===== src/rtl/codificador_pt2262_param_if.sv =====
// Control-side bundle for the PT2262-style encoder: request/hold, frame payload and status.
interface codificador_pt2262_param_if #(
    parameter int N_ADDR = 8,
    parameter int N_DATA = 4
);
    logic                  start;
    logic                  hold;
    logic [2*N_ADDR-1:0]   A;
    logic [N_DATA-1:0]     D;
    logic                  busy;
    logic                  sync;
    logic                  cod_o;
    logic                  done;
    logic                  err;

    modport master (
        output start, hold, A, D,
        input  busy, sync, cod_o, done, err
    );

    modport slave (
        input  start, hold, A, D,
        output busy, sync, cod_o, done, err
    );
endinterface


===== src/rtl/codificador_pt2262_param.sv =====
// Parametrised PT2262-style OOK encoder: N_ADDR trits + N_DATA bits + sync, repeated REPEAT times (or while hold).
// Latency: cod_o rises the cycle after start is accepted; frame = ((N_ADDR+N_DATA)*32+128)*CLK_DIV cycles.
// Backpressure: none; start is only sampled in IDLE, ignored while busy.
module codificador_pt2262_param #(
    parameter int N_ADDR  = 8,
    parameter int N_DATA  = 4,
    parameter int CLK_DIV = 250,
    parameter int REPEAT  = 4
) (
    input  logic                        clk,
    input  logic                        reset,
    codificador_pt2262_param_if.slave   bus
);
    localparam int N_SYM = N_ADDR + N_DATA;
    localparam int DIV_W = $clog2(CLK_DIV);
    localparam int IDX_W = $clog2(N_SYM);

    localparam logic [DIV_W-1:0] DIV_LAST = DIV_W'(CLK_DIV - 1);
    localparam logic [IDX_W-1:0] IDX_LAST = IDX_W'(N_SYM - 1);
    localparam logic [7:0]       REPEAT_Q = 8'(REPEAT);

    typedef enum logic [1:0] {
        S_IDLE,
        S_BIT,
        S_SYNC
    } state_t;

    state_t              state_q;
    logic [DIV_W-1:0]    div_q;
    logic [6:0]          phase_q;
    logic [IDX_W-1:0]    idx_q;
    logic [7:0]          frame_q;
    logic [2*N_ADDR-1:0] a_q;
    logic [N_DATA-1:0]   d_q;
    logic                cod_q;
    logic                sync_q;
    logic                busy_q;
    logic                done_q;
    logic                err_q;

    logic                tick;
    logic [7:0]          frame_next;

    function automatic logic has_reserved(input logic [2*N_ADDR-1:0] a);
        logic r;
        r = 1'b0;
        for (int i = 0; i < N_ADDR; i++) begin
            if (a[2*i +: 2] == 2'b10) r = 1'b1;
        end
        return r;
    endfunction

    // Data bits are sent as the '1'/'0' trit codes, MSB first after the address.
    function automatic logic [1:0] symbol(input logic [IDX_W-1:0]    idx,
                                          input logic [2*N_ADDR-1:0] a,
                                          input logic [N_DATA-1:0]   d);
        logic [1:0] s;
        s = 2'b00;
        for (int i = 0; i < N_ADDR; i++) begin
            if (int'(idx) == i) s = a[2*i +: 2];
        end
        for (int j = 0; j < N_DATA; j++) begin
            if (int'(idx) == N_ADDR + j) s = {2{d[N_DATA-1-j]}};
        end
        return s;
    endfunction

    // Each half-symbol is a short (4) or long (12) high pulse out of 16 phases.
    function automatic logic wave(input logic [1:0] s, input logic [4:0] p);
        logic long_pulse;
        if (p[4] == 1'b0) long_pulse = (s == 2'b11);
        else              long_pulse = (s != 2'b00);
        return (p[3:0] < 4'd4) || (long_pulse && (p[3:0] < 4'd12));
    endfunction

    assign tick       = (state_q != S_IDLE) && (div_q == DIV_LAST);
    assign frame_next = (frame_q == 8'hFF) ? 8'hFF : frame_q + 8'd1;

    always_ff @(posedge clk) begin
        if (reset) begin
            state_q <= S_IDLE;
            div_q   <= '0;
            phase_q <= '0;
            idx_q   <= '0;
            frame_q <= '0;
            a_q     <= '0;
            d_q     <= '0;
            cod_q   <= 1'b0;
            sync_q  <= 1'b0;
            busy_q  <= 1'b0;
            done_q  <= 1'b0;
            err_q   <= 1'b0;
        end else begin
            done_q <= 1'b0;
            err_q  <= 1'b0;
            case (state_q)
                S_IDLE: begin
                    div_q <= '0;
                    if (bus.start) begin
                        a_q <= bus.A;
                        d_q <= bus.D;
                        if (has_reserved(bus.A)) begin
                            err_q <= 1'b1;
                        end else begin
                            state_q <= S_BIT;
                            idx_q   <= '0;
                            phase_q <= '0;
                            frame_q <= '0;
                            busy_q  <= 1'b1;
                            cod_q   <= 1'b1;
                        end
                    end
                end

                S_BIT: begin
                    div_q <= tick ? '0 : div_q + DIV_W'(1);
                    if (tick) begin
                        if (phase_q == 7'd31) begin
                            phase_q <= '0;
                            cod_q   <= 1'b1;
                            if (idx_q == IDX_LAST) begin
                                state_q <= S_SYNC;
                                sync_q  <= 1'b1;
                            end else begin
                                idx_q <= idx_q + IDX_W'(1);
                            end
                        end else begin
                            phase_q <= phase_q + 7'd1;
                            cod_q   <= wave(symbol(idx_q, a_q, d_q), phase_q[4:0] + 5'd1);
                        end
                    end
                end

                S_SYNC: begin
                    div_q <= tick ? '0 : div_q + DIV_W'(1);
                    if (tick) begin
                        if (phase_q == 7'd127) begin
                            phase_q <= '0;
                            sync_q  <= 1'b0;
                            idx_q   <= '0;
                            frame_q <= frame_next;
                            if (bus.hold || (frame_next < REPEAT_Q)) begin
                                a_q <= bus.A;
                                d_q <= bus.D;
                                if (has_reserved(bus.A)) begin
                                    err_q   <= 1'b1;
                                    state_q <= S_IDLE;
                                    busy_q  <= 1'b0;
                                    cod_q   <= 1'b0;
                                end else begin
                                    state_q <= S_BIT;
                                    cod_q   <= 1'b1;
                                end
                            end else begin
                                state_q <= S_IDLE;
                                busy_q  <= 1'b0;
                                done_q  <= 1'b1;
                                cod_q   <= 1'b0;
                            end
                        end else begin
                            phase_q <= phase_q + 7'd1;
                            cod_q   <= (phase_q + 7'd1) < 7'd4;
                        end
                    end
                end

                default: begin
                    state_q <= S_IDLE;
                    busy_q  <= 1'b0;
                    sync_q  <= 1'b0;
                    cod_q   <= 1'b0;
                end
            endcase
        end
    end

    assign bus.busy  = busy_q;
    assign bus.sync  = sync_q;
    assign bus.cod_o = cod_q;
    assign bus.done  = done_q;
    assign bus.err   = err_q;
endmodule


===== src/flat_wrapper.sv =====
// flat-port wrapper written by rule: the top's interface ports become plain ports
module codificador_pt2262_param_flat 
#(
    parameter int N_ADDR  = 8,
    parameter int N_DATA  = 4,
    parameter int CLK_DIV = 250,
    parameter int REPEAT  = 4
)
  (clk, reset, bus_start, bus_hold, bus_A, bus_D, bus_busy, bus_sync, bus_cod_o, bus_done, bus_err);
  codificador_pt2262_param_if #(.N_ADDR(N_ADDR), .N_DATA(N_DATA)) bus_i ();
  input  logic clk;
  input  logic reset;
  input wire logic [$bits(bus_i.start)-1:0] bus_start;
  input wire logic [$bits(bus_i.hold)-1:0] bus_hold;
  input wire logic [$bits(bus_i.A)-1:0] bus_A;
  input wire logic [$bits(bus_i.D)-1:0] bus_D;
  output wire logic [$bits(bus_i.busy)-1:0] bus_busy;
  output wire logic [$bits(bus_i.sync)-1:0] bus_sync;
  output wire logic [$bits(bus_i.cod_o)-1:0] bus_cod_o;
  output wire logic [$bits(bus_i.done)-1:0] bus_done;
  output wire logic [$bits(bus_i.err)-1:0] bus_err;
  assign bus_i.start = bus_start;
  assign bus_i.hold = bus_hold;
  assign bus_i.A = bus_A;
  assign bus_i.D = bus_D;
  assign bus_busy = bus_i.busy;
  assign bus_sync = bus_i.sync;
  assign bus_cod_o = bus_i.cod_o;
  assign bus_done = bus_i.done;
  assign bus_err = bus_i.err;
  codificador_pt2262_param #(.N_ADDR(N_ADDR), .N_DATA(N_DATA), .CLK_DIV(CLK_DIV), .REPEAT(REPEAT)) u_core (.clk(clk), .reset(reset), .bus(bus_i));
endmodule

===== config.mk =====
export PLATFORM = sky130hd
export DESIGN_NAME = codificador_pt2262_param_flat
export DESIGN_NICKNAME = d
export VERILOG_FILES = /design/src/rtl/codificador_pt2262_param_if.sv /design/src/rtl/codificador_pt2262_param.sv /design/src/flat_wrapper.sv
export SDC_FILE = /design/constraint.sdc
export NUM_CORES = 1
export LEC_CHECK = 0
export ABC_AREA = 1
export BUFFER_PORTS_ARGS = -buffer_cell sky130_fd_sc_hd__buf_2
export CORE_MARGIN = 3
export CORE_UTILIZATION = 62
export DETAILED_ROUTE_END_ITERATION = 12
export GPL_ROUTABILITY_DRIVEN = 1
export GPL_TIMING_DRIVEN = 0
export PLACE_DENSITY = 0.92
export SYNTH_ARGS = -nofsm -noshare
export SYNTH_HDL_FRONTEND = slang
export SYNTH_SLANG_ARGS = --single-unit

===== constraint.sdc =====
create_clock -name clk -period 5.8 [get_ports clk]
set_input_delay 1.16 -clock clk [delete_from_list [all_inputs] [get_ports clk]]
set_output_delay 1.16 -clock clk [all_outputs]
set_load 0.02 [all_outputs]

# --- Yosys cells after proc, flatten, opt, wreduce, memory -nomap -nowiden ---
# Cells that the tools add are included.
op_classes:
  magnitude_cmp: 4
  muxes: 108
  bitwise: 5
  addsub: 5
  eq_ne: 37
  n_reduce_logical: 21
ops:
  columns: ["operator", "n"]
  rows:
  - ["two-way mux 16 bit", 4]
  - ["two-way mux 8 bit", 6]
  - ["two-way mux 1 bit", 47]
  - ["two-way mux 2 bit", 23]
  - ["two-way mux 4 bit", 11]
  - ["two-way mux 7 bit", 6]
  - ["== test 4 bit (second input constant)", 9]
  - ["one-hot mux 16 bit (2 select lines)", 1]
  - ["one-hot mux 8 bit (2 select lines)", 2]
  - ["one-hot mux 7 bit (3 select lines)", 1]
  - ["== test 2 bit (second input constant)", 10]
  - ["adder 8 x 1 -> 8 bit (second input constant)", 2]
  - ["== test 8 bit (second input constant)", 2]
  - ["AND reduction 5 bit", 3]
  - ["!= test 2 x 1 -> 1 bit (second input constant)", 6]
  - ["one-hot mux 4 bit (3 select lines)", 1]
  - ["AND reduction 6 bit", 2]
  - ["one-hot mux 1 bit (3 select lines)", 3]
  - ["== test 4 x 3 -> 1 bit (second input constant)", 2]
  - ["< comparator 8 x 3 -> 1 bit (second input constant)", 1]
  - ["one-hot mux 4 bit (2 select lines)", 1]
  - ["AND reduction 8 bit", 1]
  - ["nonzero test 2 bit", 4]
  - ["adder 7 x 1 -> 7 bit (second input constant)", 1]
  - ["23 further kinds", 31]
word_totals:
  output_inout_bits: 5
  reg_bits: 54
  wordCells: 192

# --- Logic depth before layout (Yosys ltp) ---
# Gate-level depths: netlist (run 1).
depth:
  ltp_word: 28
  depth_mapped: 27
  ltp_nobuf: 27

# --- Worst setup path before layout (run 1) ---
# No wires, ideal clock.
synth_timing:
  path_type: "input port to flip-flop"
  startpoint: "in bus_A[7]"
  endpoint: "reg u_core.idx_q[2]"
  cell_stages: 13
  path_buffers: 0
  t_required_ns: 5.680
  arrival_time_ns: 2.441
  setup_slack_ns: 3.238
  setup_time_ns: 0.120
  path_cell_list: "inv_1 -> nor2_1 -> nor3_1 -> and2_2 -> nor2_1 -> nor2_1 -> inv_1 -> nor2_1 -> inv_2 -> nor4_4 -> inv_2 -> o21ai_2 -> nor3_1"
synth_via:
  elab_chain_len: 11
synth_lines:
  columns: ["item", "line_no", "rtl"]
  rows:
  - ["from (decl)", "flat_wrapper.sv:15", "input wire logic [$bits(bus_i.A)-1:0] bus_A;"]
  - ["== test 2 bit", "codificador_pt2262_param.sv:48", "if (a[2*i +: 2] == 2'b10) r = 1'b1;"]
  - ["two-way mux 1 bit", null, null]
  - ["two-way mux 1 bit", "codificador_pt2262_param.sv:48", null]
  - ["two-way mux 1 bit", null, null]
  - ["two-way mux 1 bit (2 in a row)", "codificador_pt2262_param.sv:48", null]
  - ["two-way mux 1 bit", "codificador_pt2262_param.sv:99", "if (bus.start) begin"]
  - ["two-way mux 1 bit", "codificador_pt2262_param.sv:96", "case (state_q)"]
  - ["two-way mux 1 bit", "codificador_pt2262_param.sv:80", "if (reset) begin"]
  - ["!= test 2 bit (no source line)", null, null]
  - ["AND reduction 8 bit (no source line)", null, null]
  - ["to (signal assigned)", "codificador_pt2262_param.sv:125", "idx_q <= idx_q + IDX_W'(1);"]
  - ["to (decl)", "codificador_pt2262_param.sv:31", "logic [IDX_W-1:0] idx_q;"]
# Every way passes these cells. The select of a mux whose other input is x is not followed.
# A chain may end at the register's enable or synchronous reset.

# --- Worst setup path after layout (run 1) ---
layout_timing:
  startpoint: "reg u_core.state_q[0]"
  endpoint: "reg u_core.idx_q[2]"
layout_via:
  elab_chain_len: 4
  word_cells_on_any_way: 15
layout_lines:
  columns: ["item", "line_no", "rtl"]
  rows:
  - ["from (decl)", "codificador_pt2262_param.sv:28", "state_t state_q;"]
  - ["from (signal assigned)", "codificador_pt2262_param.sv:81", "state_q <= S_IDLE;"]
  - ["from (signal assigned)", "codificador_pt2262_param.sv:105", "state_q <= S_BIT;"]
  - ["from (signal assigned)", "codificador_pt2262_param.sv:122", "state_q <= S_SYNC;"]
  - ["nonzero test 2 bit", "codificador_pt2262_param.sv:76", "assign tick = (state_q != S_IDLE) && (div_q == DIV_LAST);"]
  - ["logical AND 1 bit", "codificador_pt2262_param.sv:76", null]
  - ["!= test 2 x 1 -> 1 bit (no source line)", null, null]
  - ["AND reduction 8 bit (no source line)", null, null]
# Several ways; a longest one is shown, not always the timed one.

==> metrics, run 1 <==
top_reg_cell synth dfxtp_1; Crit Path Class reg -> reg; outcome finished, final reports clean; largest net degree at the start of global routing 17; gr usage total 26.2%; synth-to-layout area growth 11.7%; CTS Hold Bufs 0; first drt pass iteration count 5; diodes inserted 0; Post-synth EDFFs 0; Routed WL 7430 µm; CTS tree done; # Max-Cap Violations 0; Syn Nets 499; Worst setup SP type register; flip-flop and latch count after synthesis 54; register area 1080 µm²; Detail Route Antenna Nets 0; global-route wire length before repair 12,700 µm; TritonCTS Buffers 5; Pwr Density 321 nW/µm²; fin. max-slew vios 0; vias in the first global route 2,829; Clock Path Buffers 2; CP Capture Type register; routed via count 3,070; Starting Density 64.8%; post-CTS sizing 0; Mapped Cells 462; hold crit path type reg -> reg; Synth top area share 35.1%; Crit Path Max Fanout 5; num rows 25; area taken by multi-input logic gates 1660 µm²; global route total overflow 0; maximum VDD drop 0.225 mV; htree depth 2; Rel. slew slack 59.6%; drt drc 0; Max Clk Rate 340 MHz; Die H 76.5 µm; pin slew with the least headroom to its limit 0.602 ns; # fillers 397; CTS clk-pin slew, worst paths 0.10 ns; die area 5850 µm²; top post-synthesis cells by area dfxtp_1 35%, nand2_1 10%, inv_1 8.9%; mean post-synth cell area 6.67 µm²; Die Wd 76.5 µm; Layout Skew 0.0108 ns; Tcrit/Tclk final 50.7%; final-stage net count 533; fin crit period 2.94 ns; Ports 29; drt via density 5.44; initial drt markers 251; Worst-Skew Late Latency 0.31 ns; leading area contributor after synthesis dfxtp_1; Leakage Power 1.49 nW; total power 1.11 mW; synth unique cells 39; RSZ-0062 raised after global routing false; Arrival @ worst endpoint 3.14 ns; synth warn 0; Final setup viols 0; hpwl dp 5320 µm; Seq/Total Area, Yosys 35.1%; Clock Sinks 54; layout cell share with drive strength beyond 1 13.7%; Root Driver clkbuf_8; Fin Setup TNS 0 ns; initial antenna violation count 0; synthesized area 3080 µm²; asr flop ratio synth 0%; CP Data Required Time 6.00 ns; GPL Wtd Cong 0.934; Setup Fix Bufs, Post-CTS 0; CORE AREA 4750 µm²; final hold violation count 0; DR WL/cell 13.2 µm; # port buffers 27
[state kept, by name, indices dropped and copies added (netlist names)]
name,flops
u_core.bus.err,1
u_core.bus.cod_o,1
u_core.phase_q,7
u_core.bus.busy,1
u_core.div_q,8
u_core.idx_q,4
u_core.bus.sync,1
u_core.state_q,2
u_core.frame_q,8
u_core.a_q,16
u_core.d_q,4
u_core.bus.done,1
[Yosys cell counts, types with 3 or more instances]
| library cell | number |
|---|---|
| nor2_1 | 66 |
| nand2_1 | 82 |
| nor3_1 | 13 |
| clkbuf_1 | 6 |
| nor2_2 | 5 |
| a211oi_1 | 4 |
| xor2_1 | 5 |
| dfxtp_1 | 54 |
| ha_1 | 13 |
| o22ai_1 | 3 |
| inv_1 | 73 |
| inv_2 | 7 |
| nand4_1 | 5 |
| nand2_2 | 5 |
| nand3_1 | 15 |
| a21oi_1 | 38 |
| o21ai_0 | 38 |
[metrics by stage]
stage	worst slack, ns	cells	area [µm²]	hold slack, ns	utilization, %
final	2.86	564	3440	0.463	72.4
after global routing	2.51	564	3440	0.489	72.4
after CTS	2.90	564	3440	0.462	72.4
after detailed placement	2.83	556	3300	0.449	69.4
after global placement	2.85	556	3300	0.438	69.4
after floorplan	3.24	462	3080	0.425	-
[worst max-delay path, stage by stage, from the launching register on]
cell and delay, ns:
dfxtp_1 0.41, inv_1 0.09, ha_1 0.26, inv_1 0.16, nand4_1 0.13, nor4_2 0.41, inv_1 0.17, nor2_1 0.18
nor2_1 0.08, nor2_1 0.17, inv_2 0.08, nor4_4 0.27, inv_2 0.12, o21ai_2 0.22, nor3_1 0.08
[cell usage in the layout (no fill, tap or decap), drive strengths merged]
cell	n
a2bb2oi	1
nand4	5
nor3	14
nand2	87
buf	30
nor2	72
o21bai	1
bufinv	2
nor3b	2
or2	1
a31oi	1
a21boi	1
clkbuf	12
ha	13
nor4	4
o21ai	42
a21oi	40
a32oi	1
and2	1
clkinv	1
inv	80
o22ai	3
dfxtp	54
a211oi	4
nand3	17
xnor2	2
xor2	5
a311oi	1
[report_power, final]
group	switching (mW)	internal (mW)
registers	0.0371	0.441
clock network	0.122	0.184
logic	0.216	0.108
total	0.375	0.732
[cell type report]
cell class,count,area share (%)
repair buffers,27,3.92
plain buffers,9,1.16
clock buffers,6,2.40
inverters,81,8.83
flip-flops and latches,54,31.4
multi-input cells,318,48.1
well taps,67,2.43
clock inverters,2,1.74
[kinds of logic after synthesis]
logic type | synth area share, %
simple gates | 29.6
compound gates | 16.9
buf+inv | 11.2
flops | 35.1
fa+ha+maj | 5.28
xor+xnor | 1.99
[metal layers]
layer	track usage, %	routed length [µm]	vias to the layer above
li1	-	-	1542
met1	32.9	3210	1407
met2	45.3	3670	106
met3	4.73	417	15
met4	8.70	137	0
met5	0	0	-
[path summary, 6_finish.rpt]
| path | start | end | slack [ns] | cells after the start |
|---|---|---|---|---|
| setup reg to reg | u_core.state_q[0] | u_core.idx_q[2] | 2.86 | 14 |
| setup / recovery | u_core.state_q[0] | u_core.idx_q[2] | 2.86 | 14 |
| hold reg to reg | u_core.a_q[11] | u_core.a_q[11] | 0.46 | 2 |
| hold / removal | u_core.a_q[11] | u_core.a_q[11] | 0.46 | 2 |
(Power assumes the default switching activity.)
==> run 2: changes to the inputs <==
--- a/config.mk
+++ b/config.mk
@@ -8,11 +8,11 @@
 export ABC_AREA = 1
 export BUFFER_PORTS_ARGS = -buffer_cell sky130_fd_sc_hd__buf_2
 export CORE_MARGIN = 3
-export CORE_UTILIZATION = 62
+export CORE_UTILIZATION = 53
 export DETAILED_ROUTE_END_ITERATION = 12
 export GPL_ROUTABILITY_DRIVEN = 1
 export GPL_TIMING_DRIVEN = 0
-export PLACE_DENSITY = 0.92
+export PLACE_DENSITY = 0.84
 export SYNTH_ARGS = -nofsm -noshare
 export SYNTH_HDL_FRONTEND = slang
 export SYNTH_SLANG_ARGS = --single-unit
==> constraint.sdc (replaced) <==
create_clock -name clk -period 2.42 [get_ports clk]
set_input_delay 0.484 -clock clk [delete_from_list [all_inputs] [get_ports clk]]
set_output_delay 0.484 -clock clk [all_outputs]
set_load 0.02 [all_outputs]
==> run 2 against run 1 <==
Compared with the run above: critical path type unchanged; critical endpoint is now u_core.bus.cod_o; register-to-register slack worse by 2.8 ns; sequential power grew 140%; first-iteration DRC count fell by 48%.
==> metrics, run 2 (synthesis results as in run 1) <==
Clock Path Buffers 2; fin crit period 2.34 ns; Crit Path Class reg -> reg; Leakage Power 1.59 nW; Crit-path slowest cell dfxtp_2; num rows 27; Root Driver clkbuf_8; pin slew with the least headroom to its limit 0.627 ns; hpwl dp 5350 µm; CP Data Required Time 2.66 ns; CTS tree done; drt via density 5.38; synth-to-layout area growth 18.9%; first drt pass iteration count 5; Clock Sinks 54; Detail Route Antenna Nets 0; max FFs per register 16; Layout Skew 0.00268 ns; drt drc 0; # port buffers 27; hold crit path type in -> reg; Placed Area 3310 µm²; diodes inserted 0; Die H 82.3 µm; crit path buf inv count 4; post-route cell area 3660 µm²; # fillers 478; Crit Path Max Fanout 3; Routed WL 7740 µm; commonest cells after routing, fill and taps aside 81 x nand2_1, 66 x inv_1, 64 x nor2_1; Worst setup SP type register; Top Registers u_core.a_q: 16 flops, u_core.div_q: 8 flops, u_core.frame_q: 8 flops; Pwr Density 682 nW/µm²; gr usage total 22.3%; CP Cell Sequence ha_4 -> nand3_2 -> nor2_4 -> inv_2 -> nor2_4 -> nand2_2 -> o21ai_2 -> inv_2 -> nor4_2 -> nand2_1 -> nand2_2 -> inv_2 -> nor2_2 -> nand2_2 -> inv_2 -> nor2_2 -> a21oi_2 -> nor2_1 -> nand2_1 -> nand2_1 -> a21oi_2; initial drt markers 131; vias in the first global route 2,917; TritonCTS Buffers 5; Fin Setup TNS 0 ns; # Max-Cap Violations 0; maximum VDD drop 0.524 mV; outcome finished, final reports clean; final hold violation count 0; Worst-Skew Late Latency 0.30 ns; Tcrit/Tclk final 96.8%; Worst path max stage delay 0.38 ns; global route total overflow 0; RSZ-0062 raised after global routing true; largest net degree at the start of global routing 16; Final setup viols 0; global-route wire length before repair 12,000 µm; Starting Density 55.3%; CP Capture Type register; CTS Hold Bufs 0; die area 6770 µm²; Arrival @ worst endpoint 2.58 ns; initial antenna violation count 0; Rel. slew slack 57.9%; GPL Wtd Cong 0.893; pre-CTS setup slack -0.295 ns; Max Clk Rate 427 MHz; DR WL/cell 13.3 µm; total power 2.50 mW; CTS clk-pin slew, worst paths 0.09 ns; Die Wd 82.3 µm; Final WS setup 0.0771 ns; final-stage net count 549; Ports 29; commonest non-fill, non-tap cell in the layout nand2_1; fin. max-slew vios 0; routed via count 3,141; htree depth 2; post-layout util 65.7%; Biggest register u_core.a_q; CP delay by family, top simple AND/OR/NAND/NOR gates; most frequent CP cell inv_2; CORE AREA 5570 µm²; layout cell share with drive strength beyond 1 22.1%
run 2: cell count changes in the layout (fill, tap and decap cells not counted), moves of 6 or more:
cell,change
dfxtp_1,-8
inv_1,-7
ha_1,-6
inv_2,+6
buf_4,+15
run 2: worst min-delay path, cell delays in order:
cell	delay, ns
buf_2	0.09
a32oi_1	0.05
nor2_1	0.07
run 2: path summary, 6_finish.rpt:
kind / slack, ns / cells after the start / endpoint / startpoint
worst max-delay path: 0.08 / 21 / u_core.bus.cod_o / u_core.frame_q[1]
worst max register to register: 0.08 / 21 / u_core.bus.cod_o / u_core.frame_q[1]
worst min-delay path: 0.42 / 3 / u_core.bus.err / bus_start
worst min register to register: 0.46 / 2 / u_core.d_q[3] / u_core.d_q[3]
run 2: report_power, final:
| group | internal, mW | total [mW] | leakage [nW] | switching [mW] |
|---|---|---|---|---|
| Combinational | 0.335 | 0.879 | 1.10 | 0.545 |
| Clock | 0.195 | 0.476 | 0.0438 | 0.281 |
| Sequential | 1.06 | 1.15 | 0.446 | 0.0883 |
| Total | 1.59 | 2.50 | 1.59 | 0.914 |
run 2: routing by layer:
metal	part of all wire [%]	global-route usage, %	vias up
met5	0	0	-
met1	43	26.6	1457
met2	49	38.7	87
met3	4.7	3.80	19
li1	-	-	1578
met4	2.7	10.6	0
run 2: layout make-up:
type                            count  area (µm²)  share of cell area (%)
Sequential cell                    54        1100                    30.0
Buffer                              9        53.8                    1.47
Inverter                           81         310                    8.47
Clock buffer                        5        68.8                    1.88
Timing Repair Buffer               42         248                    6.76
Timing Repair inverter              1        7.51                   0.205
Tap cell                           72        90.1                    2.46
Clock inverter                      2        10.0                   0.273
Multi-Input combinational cell    318        1780                    48.5
run 2: through the flow:
step,std cells,hold WS [ns]
2_1_floorplan,462,0.425
3_3_place_gp,561,0.440
3_5_place_dp,561,0.443
4_1_cts,579,0.415
5_1_grt,584,0.433
6_report,584,0.421
run 2: what timing repair did:
item / in CTS / in global routing
cloned: 0 / 1
pin swaps: 8 / 5
buffers inserted: 11 / 4
gates resized for setup: 14 / 42
setup endpoints to repair: 40 / 44
==> run 3: changes to the inputs <==
--- a/config.mk
+++ b/config.mk
@@ -7,6 +7,7 @@
 export LEC_CHECK = 0
 export ABC_AREA = 1
 export BUFFER_PORTS_ARGS = -buffer_cell sky130_fd_sc_hd__buf_2
+export CORE_ASPECT_RATIO = 0.9
 export CORE_MARGIN = 3
 export CORE_UTILIZATION = 53
 export DETAILED_ROUTE_END_ITERATION = 12
==> run 3 against run 2 <==
Compared with the run above: cell count down 0.17%; routed wire length up 1.1%; sequential power about the same; non-clock buffer count up 5; total power up 0.61%; hold slack better by 0.0035 ns; clock power about the same; utilization up 2.5 points; largest cell class unchanged.
==> metrics, run 3 (synthesis results as in run 1) <==
commonest cells after routing, fill and taps aside 81 x nand2_1, 70 x inv_1, 63 x nor2_1; CP Data Required Time 2.65 ns; diodes inserted 0; Detail Route Antenna Nets 0; GPL Wtd Cong 0.861; first drt pass iteration count 6; Routed WL 7830 µm; gr usage total 22.8%; Hold Slack 0.424 ns; Placed Area 3300 µm²; pin slew with the least headroom to its limit 0.662 ns; final-stage net count 553; placed cells 556; # Max-Cap Violations 0; die area 6770 µm²; DR WL/cell 13.4 µm; RSZ-0062 raised after global routing true; fin crit period 2.41 ns; CTS tree done; Crit Path Class reg -> reg; Worst-Skew Late Latency 0.30 ns; largest net degree at the start of global routing 15; TritonCTS Buffers 5; Hold Crit Depth 3; layout cell share with drive strength beyond 1 21.7%; CTS Hold Bufs 0; initial drt markers 251; Rel. slew slack 55.6%; drt drc 0; routed via count 3,184; htree depth 2; Leakage Power 1.59 nW; final hold violation count 0; Ports 29; Pwr Density 678 nW/µm²; Layout Skew 0.00452 ns; CORE AREA 5440 µm²; CTS clk-pin slew, worst paths 0.09 ns; # port buffers 27; Final setup viols 0; hpwl dp 5300 µm; maximum VDD drop 0.356 mV; Top Registers u_core.a_q: 16 flops, u_core.div_q: 8 flops, u_core.frame_q: 8 flops; Die Wd 86.4 µm; post-route cell area 3710 µm²; fin. max-slew vios 0; CP Capture Type register; Fin Setup TNS 0 ns; area taken by multi-input logic gates 1800 µm²; Tcrit/Tclk final 99.7%; Worst Reg-to-Reg Cells 21; commonest non-fill, non-tap cell in the layout nand2_1; final std cells w/o fill 583; Die H 78.4 µm; Clock Path Buffers 2; global route total overflow 0; outcome finished, final reports clean; post-layout util 68.2%; global-route wire length before repair 12,600 µm; vias in the first global route 2,836; Arrival @ worst endpoint 2.64 ns; # fillers 434; Root Driver clkbuf_8; synth-to-layout area growth 20.4%; Crit Path Max Fanout 3; Clock Sinks 54; num rows 25; Starting Density 56.6%; initial antenna violation count 0; register area 1100 µm²; Biggest register u_core.a_q; Max Clk Rate 415 MHz; hold crit path type in -> reg; drt via density 5.46; max FFs per register 16; Worst setup SP type register
-- run 3: changes by cell type in the layout (fill, tap and decap cells not counted), sizes merged --
cell	previous run	this run
clkinv	2	1
buf	45	51
clkbuf	11	12
clkinvlp	2	0
-- run 3: final timing paths --
check / slack (ns) / end / start
setup reg to reg: 0.008 / u_core.bus.cod_o / u_core.frame_q[1]
hold reg to reg: 0.46 / u_core.a_q[11] / u_core.a_q[11]
setup / recovery: 0.008 / u_core.bus.cod_o / u_core.frame_q[1]
hold / removal: 0.42 / u_core.bus.err / bus_start
-- run 3: metrics by stage --
stage               power (mW)  setup slack (ns)
global route              2.68            -0.170
detailed placement        1.90            -0.315
CTS                       2.41            0.0120
finish                    2.52           0.00783
floorplan                 1.70             0.166
global placement          1.88            -0.196
-- run 3: critical path, cell delays in order, from the launching register on --
cell	delay [ns]
dfxtp_4	0.38
ha_4	0.16
nand3_4	0.09
nor2_4	0.14
inv_2	0.06
nor2_4	0.13
nand2_2	0.06
o21ai_2	0.05
inv_2	0.06
nor4_4	0.25
nand2_1	0.10
nand2_2	0.09
inv_2	0.05
nor2_4	0.08
nand2_2	0.07
inv_2	0.08
nor2_2	0.04
a21oi_2	0.12
nor2_1	0.05
nand2_1	0.08
nand2_2	0.06
a21oi_2	0.14
-- run 3: layout make-up --
cell class,count,area share [%]
Clock buffer,7,2.06
Multi-Input combinational cell,318,48.4
Buffer,9,1.65
Inverter,81,8.26
Sequential cell,54,29.6
Timing Repair Buffer,47,7.79
Tap cell,67,2.26
-- run 3: timing repair --
item / CTS / global route
pin swaps: 3 / 16
gates resized for setup: 14 / 53
buffers inserted: 11 / 8
cloned: 0 / 1
setup endpoints to repair: 40 / 37
-- run 3: routing by layer --
metal | global-route usage, % | share of wire [%]
met1 | 30.4 | 44
met2 | 36.9 | 47
met3 | 3.57 | 6.7
met4 | 8.88 | 2.4
met5 | 0 | 0
-- run 3: power by group --
part	switching (mW)	internal (mW)
Combinational	0.565	0.332
Sequential	0.0898	1.06
Clock	0.273	0.200
